<file path="src/rtl/adsr_envelope_if.sv">
// Control/status bundle between the Core and one ADSR envelope voice.
// master = Core side (drives note and shape controls), slave = envelope voice.
interface adsr_envelope_if;
  logic        gate;
  logic [15:0] peak_level;
  logic [7:0]  attack_rate;
  logic [7:0]  decay_rate;
  logic [7:0]  sustain_lvl;
  logic [7:0]  release_rate;
  logic [15:0] pwm_reg;
  logic [2:0]  env_state;
  logic        busy;

  modport master (
    output gate, peak_level, attack_rate, decay_rate, sustain_lvl, release_rate,
    input  pwm_reg, env_state, busy
  );

  modport slave (
    input  gate, peak_level, attack_rate, decay_rate, sustain_lvl, release_rate,
    output pwm_reg, env_state, busy
  );
endinterface

</file>
<file path="src/rtl/adsr_envelope.sv">
// Per-voice ADSR amplitude envelope: scales the Core's peak duty word by a 16-bit envelope.
// Optional build macro ENV_HARD_RETRIG_EN: a note-on restarts the attack from zero.
module adsr_envelope #(
  parameter int unsigned PRESCALE = 256
) (
  input  logic           clk,
  input  logic           reset,
  adsr_envelope_if.slave bus
);

  typedef enum logic [2:0] {
    ST_IDLE    = 3'd0,
    ST_ATTACK  = 3'd1,
    ST_DECAY   = 3'd2,
    ST_SUSTAIN = 3'd3,
    ST_RELEASE = 3'd4
  } state_e;

  localparam logic [31:0] PRESC_LAST = 32'(PRESCALE - 1);

  state_e      state_q, state_d;
  logic [15:0] env_q, env_d;
  logic [15:0] pwm_reg_q, pwm_reg_d;
  logic        busy_q, busy_d;
  logic [31:0] presc_q, presc_d;
  logic        gate_dly_q, gate_dly_d;
  logic        armed_q, armed_d;

  logic        tick_s;
  logic        rise_s;
  logic        fall_s;
  state_e      eff_state_s;
  logic [15:0] base_s;
  logic [15:0] step_s;
  logic [15:0] sus_env_s;
  logic [16:0] sum_s;
  logic [16:0] diff_s;
  logic [31:0] product_s;

  // Free-running envelope prescaler.
  always_comb begin
    tick_s = (presc_q == PRESC_LAST);
    if (tick_s) begin
      presc_d = 32'd0;
    end else begin
      presc_d = presc_q + 32'd1;
    end
  end

  // Gate edge detection; a gate already high when reset releases is not a note-on.
  always_comb begin
    gate_dly_d = bus.gate;
    armed_d    = armed_q | ~bus.gate;
    rise_s     = bus.gate & ~gate_dly_q & armed_q;
    fall_s     = ~bus.gate & gate_dly_q;
  end

  // Envelope next-state and level update.
  always_comb begin
    state_d     = state_q;
    env_d       = env_q;
    sus_env_s   = {bus.sustain_lvl, 8'h00};
    eff_state_s = state_q;
    base_s      = env_q;

    if (rise_s) begin
      eff_state_s = ST_ATTACK;
      state_d     = ST_ATTACK;
`ifdef ENV_HARD_RETRIG_EN
      base_s      = 16'h0000;
`else
      base_s      = env_q;
`endif
    end else begin
      eff_state_s = state_q;
      base_s      = env_q;
    end

    // A rise coinciding with a tick already steps with attack rules here.
    case (eff_state_s)
      ST_ATTACK:  step_s = {bus.attack_rate, 8'h00};
      ST_DECAY:   step_s = {bus.decay_rate, 8'h00};
      ST_RELEASE: step_s = {bus.release_rate, 8'h00};
      default:    step_s = 16'h0000;
    endcase

    sum_s  = {1'b0, base_s} + {1'b0, step_s};
    diff_s = {1'b0, base_s} - {1'b0, step_s};

    if (fall_s && (state_q != ST_IDLE)) begin
      state_d = ST_RELEASE;
      env_d   = env_q;
    end else begin
      case (eff_state_s)
        ST_ATTACK: begin
          if (tick_s && (step_s != 16'h0000)) begin
            if (sum_s >= 17'h0FFFF) begin
              env_d   = 16'hFFFF;
              state_d = ST_DECAY;
            end else begin
              env_d   = sum_s[15:0];
            end
          end else begin
            env_d = base_s;
          end
        end
        ST_DECAY: begin
          if (tick_s && (step_s != 16'h0000)) begin
            if (diff_s[16] || (diff_s[15:0] <= sus_env_s)) begin
              env_d   = sus_env_s;
              state_d = ST_SUSTAIN;
            end else begin
              env_d   = diff_s[15:0];
            end
          end else begin
            env_d = env_q;
          end
        end
        ST_SUSTAIN: begin
          env_d = sus_env_s;
        end
        ST_RELEASE: begin
          if (tick_s && (step_s != 16'h0000)) begin
            if (diff_s[16] || (diff_s[15:0] == 16'h0000)) begin
              env_d   = 16'h0000;
              state_d = ST_IDLE;
            end else begin
              env_d   = diff_s[15:0];
            end
          end else begin
            env_d = env_q;
          end
        end
        default: begin
          env_d = env_q;
        end
      endcase
    end
  end

  // Output scaling: upper half of peak * env.
  always_comb begin
    product_s = 32'(bus.peak_level) * 32'(env_q);
    pwm_reg_d = 16'(product_s >> 16);
    busy_d    = (state_d != ST_IDLE);
  end

  // State, envelope, prescaler and output registers.
  always_ff @(posedge clk or posedge reset) begin
    if (reset) begin
      state_q    <= ST_IDLE;
      env_q      <= 16'h0000;
      pwm_reg_q  <= 16'h0000;
      busy_q     <= 1'b0;
      presc_q    <= 32'd0;
      gate_dly_q <= 1'b0;
      armed_q    <= 1'b0;
    end else begin
      state_q    <= state_d;
      env_q      <= env_d;
      pwm_reg_q  <= pwm_reg_d;
      busy_q     <= busy_d;
      presc_q    <= presc_d;
      gate_dly_q <= gate_dly_d;
      armed_q    <= armed_d;
    end
  end

  assign bus.pwm_reg   = pwm_reg_q;
  assign bus.env_state = state_q;
  assign bus.busy      = busy_q;

endmodule
</file>
<file path="src/flat_wrapper.sv">
// flat-port wrapper written by rule: the top's interface ports become plain ports
module adsr_envelope_flat 
#(
  parameter int unsigned PRESCALE = 256
)
  (clk, reset, bus_gate, bus_peak_level, bus_attack_rate, bus_decay_rate, bus_sustain_lvl, bus_release_rate, bus_pwm_reg, bus_env_state, bus_busy);
  adsr_envelope_if bus_i ();
  input  logic clk;
  input  logic reset;
  input wire logic [$bits(bus_i.gate)-1:0] bus_gate;
  input wire logic [$bits(bus_i.peak_level)-1:0] bus_peak_level;
  input wire logic [$bits(bus_i.attack_rate)-1:0] bus_attack_rate;
  input wire logic [$bits(bus_i.decay_rate)-1:0] bus_decay_rate;
  input wire logic [$bits(bus_i.sustain_lvl)-1:0] bus_sustain_lvl;
  input wire logic [$bits(bus_i.release_rate)-1:0] bus_release_rate;
  output wire logic [$bits(bus_i.pwm_reg)-1:0] bus_pwm_reg;
  output wire logic [$bits(bus_i.env_state)-1:0] bus_env_state;
  output wire logic [$bits(bus_i.busy)-1:0] bus_busy;
  assign bus_i.gate = bus_gate;
  assign bus_i.peak_level = bus_peak_level;
  assign bus_i.attack_rate = bus_attack_rate;
  assign bus_i.decay_rate = bus_decay_rate;
  assign bus_i.sustain_lvl = bus_sustain_lvl;
  assign bus_i.release_rate = bus_release_rate;
  assign bus_pwm_reg = bus_i.pwm_reg;
  assign bus_env_state = bus_i.env_state;
  assign bus_busy = bus_i.busy;
  adsr_envelope #(.PRESCALE(PRESCALE)) u_core (.clk(clk), .reset(reset), .bus(bus_i));
endmodule
</file>
<file path="config.mk">
export PLATFORM = sky130hd
export DESIGN_NAME = adsr_envelope_flat
export DESIGN_NICKNAME = d
export VERILOG_FILES = /design/src/rtl/adsr_envelope_if.sv /design/src/rtl/adsr_envelope.sv /design/src/flat_wrapper.sv
export SDC_FILE = /design/constraint.sdc
export NUM_CORES = 1
export LEC_CHECK = 0
export CORE_ASPECT_RATIO = 1.25
export CORE_UTILIZATION = 42
export CTS_BUF_LIST = sky130_fd_sc_hd__clkbuf_8
export DETAILED_ROUTE_END_ITERATION = 8
export SLEW_MARGIN = 20
export SYNTH_ARGS = -nofsm -noshare
export SYNTH_HDL_FRONTEND = slang
export SYNTH_SLANG_ARGS = --single-unit
export TNS_END_PERCENT = 100
</file>
<file path="constraint.sdc">
create_clock -name clk -period 6.8 [get_ports clk]
set_input_delay 0.68 -clock clk [delete_from_list [all_inputs] [get_ports clk]]
set_output_delay 0.68 -clock clk [all_outputs]
set_load 0.005 [all_outputs]
</file>
==> flow_summary.ini <==
[status]
status = completed

[global_routing]
grt-ovfl-total = 0
grt_pass1_wl_um = 43200
grt_max_degree = 64
antenna_found_initial = 0
grt_pass1_vias = 8678
grtUsageTotal_pct = 21.01

[routing]
via_per_inst = 5.022
drt_first_pass_iters = 4
vias = 8025
dr.first_iter.drc_count = 313
postRouteAntennaNets = 0
drc = 0
wl_per_cell_um = 16.06
totalWireLength_um = 25660

[clock_tree]
clock-sinks = 63
cts_buffer_depth = 2
hold_buffers = 0
cts_buffers = 9
cts-root-buf = clkbuf_8
clk_pin_slew_ns = 0.07
cts_tree = done
clk_latency_ns = 0.37
htreeDepth = 3

[finish]
mostFrequentLayoutCells = 226 x inv_1, 182 x fa_1, 126 x ha_1, 125 x nand2_1, 79 x buf_4
fin_util_pct = 49.51
syn2layout_area_growth_pct = 15.63
drive_above_1_share_pct = 8.314
final_area_um2 = 12480
largest_reg_flops = 32
fin_nets = 1618
final_common_cell = inv_1
antennaDiodeCount = 0

[synth]
asyncSetResetFlopFracSynth_pct = 100.0
syn_inst = 1137
synth_edf_count = 0
yosys_warnings = 0
ys_ff_latch = 63
synth.distinct_cells = 70
synth_nets = 1496
yosysSeqAreaShare_pct = 14.60
ys.flop_type = dfrtp_1
synth_area_um2 = 10800
avgSynthCellArea_um2 = 9.495

[sta]
finalMaxSlewViolations = 0
setup_violations = 0
max_slew_margin_pct = 43.18
rsz0062_at_grt = false
hold_viol = 0
worst_pin_slew_ns = 0.8523
finClkSkew_ns = 0.01046
setup_ws_ns = 0.3412
period_minus_slack_ns = 6.459
period_share_pct = 94.98
achievable-frequency_mhz = 154.8

[worst_setup_path]
cp-end-kind = flop
worstPathArrival_ns = 6.76
crit_fanout = 4
critPathKind = input port to flop
required_ns = 7.10
start_kind = input port

[floorplan]
ios = 71
die_y_um = 181.2
initial_core_util_pct = 42.82
die_w_um = 145.4
num_rows = 65
core_area_um2 = 25210
dieArea_um2 = 26350

[flow_run]
max_cap_violations = 0

[placement]
hpwlAfterDp_um = 22110
place_congestion = 0.9456
place_area_um2 = 12330
io_buffers = 70
pre_cts_ws_ns = -0.1612

[min_path]
hold_class = flop to flop
synthesized netlist by cell type (all sizes together), types with 2 or more instances:
cell type    n  area share (%)
inv        225             7.8
fa         182              34
ha         126              15
nand2      125             4.3
dfrtp       63              15
and2        56             3.2
nor2        44             1.5
xnor2       33             2.7
a21oi       32             1.5
clkbuf      30             1.1
o21ai       22             1.1
xor2        22             1.8
nand3       15            0.70
a221oi      13             1.1
nor2b       12            0.70
nor3        11            0.66
a21o        10            0.70
nor3b       10            0.70
or3          9            0.52
and3         8            0.46
buf          8            0.63
nand2b       8            0.46
nand4        8            0.46
nor4         8            0.58
o31ai        8            0.60
a31oi        5            0.29
a21boi       3            0.24
or2          3            0.17
a2111oi      2            0.16
a211oi       2            0.14
and4         2            0.16
mux2i        2            0.19
o2111ai      2            0.16
o21bai       2            0.14
o22ai        2            0.12
o32ai        2            0.16
o41ai        2            0.23
cell families (layout without fill, tap and decap cells):
family | Yosys count | count (layout) | synth area share (%)
simple gates | 326 | 326 | 15.28
compound gates | 119 | 119 | 7.511
flops | 63 | 63 | 14.60
fa+ha+maj | 308 | 308 | 48.35
buf+inv | 263 | 389 | 9.504
mux | 3 | 3 | 0.2898
xor+xnor | 55 | 55 | 4.462
path summary, 6_finish.rpt:
check | startpoint | to | slack [ns] | cells after the start
setup reg to reg | u_core.base_s[6]$_DFFE_PP0P_ | u_core.bus.pwm_reg[14]$_DFF_PP0_ | 0.50 | 24
hold / removal | u_core.presc_q[31]$_DFF_PP0_ | u_core.presc_q[31]$_DFF_PP0_ | 0.48 | 1
max in group asynchronous | reset | u_core.presc_q[23]$_DFF_PP0_ | 5.36 | 3
setup / recovery | bus_peak_level[11] | u_core.bus.pwm_reg[14]$_DFF_PP0_ | 0.34 | 24
min in group asynchronous | reset | u_core.bus.busy$_DFF_PP0_ | 0.87 | 3
hold reg to reg | u_core.presc_q[31]$_DFF_PP0_ | u_core.presc_q[31]$_DFF_PP0_ | 0.48 | 1
worst max-delay path, stage by stage:
cell and delay, ns:
clkdlybuf4s50_1 0.48, nand2_1 0.14, inv_1 0.13, fa_1 0.58, inv_1 0.06, fa_1 0.45
fa_1 0.51, inv_1 0.05, fa_1 0.47, inv_1 0.06, fa_1 0.53, inv_1 0.05
fa_1 0.47, ha_1 0.31, a21o_1 0.16, a21o_1 0.17, a21oi_1 0.18, a21oi_1 0.14
o21ai_1 0.22, a31oi_1 0.12, buf_4 0.17, a211o_1 0.28, a21oi_1 0.19, xnor2_1 0.13
timing repair:
action / 4_1_cts / 5_1_grt
resized for setup: 0 / 1
setup buffers: 0 / 0
endpoints found under the setup margin: 0 / 1
stage by stage:
stage,hold WS [ns],instances,TNS (ns)
CTS,0.4807,1598,0
floorplan,0.4376,1137,0
global placement,0.4552,1583,-0.1054
finish,0.4783,1598,0
detailed placement,0.4670,1583,-0.2718
global route,0.4983,1598,0
layout make-up:
type | instances | area, um2
clock inverter | 6 | 32.53
fill | 2420 | 12730
multi-input combinational | 811 | 8193
timing repair buffer | 149 | 1294
clock buffer | 9 | 123.9
tap | 335 | 419.2
inverter | 225 | 844.6
sequential | 63 | 1577
metal layers:
layer	part of all wire, %	GRT usage, %
met5	0	0
met2	53	38.31
met1	40	24.80
met4	3.7	8.758
met3	2.6	2.626
Power is left out: the tool's default activity adds up to more than one toggle a clock period on the data nets, which glitch-free logic cannot reach.
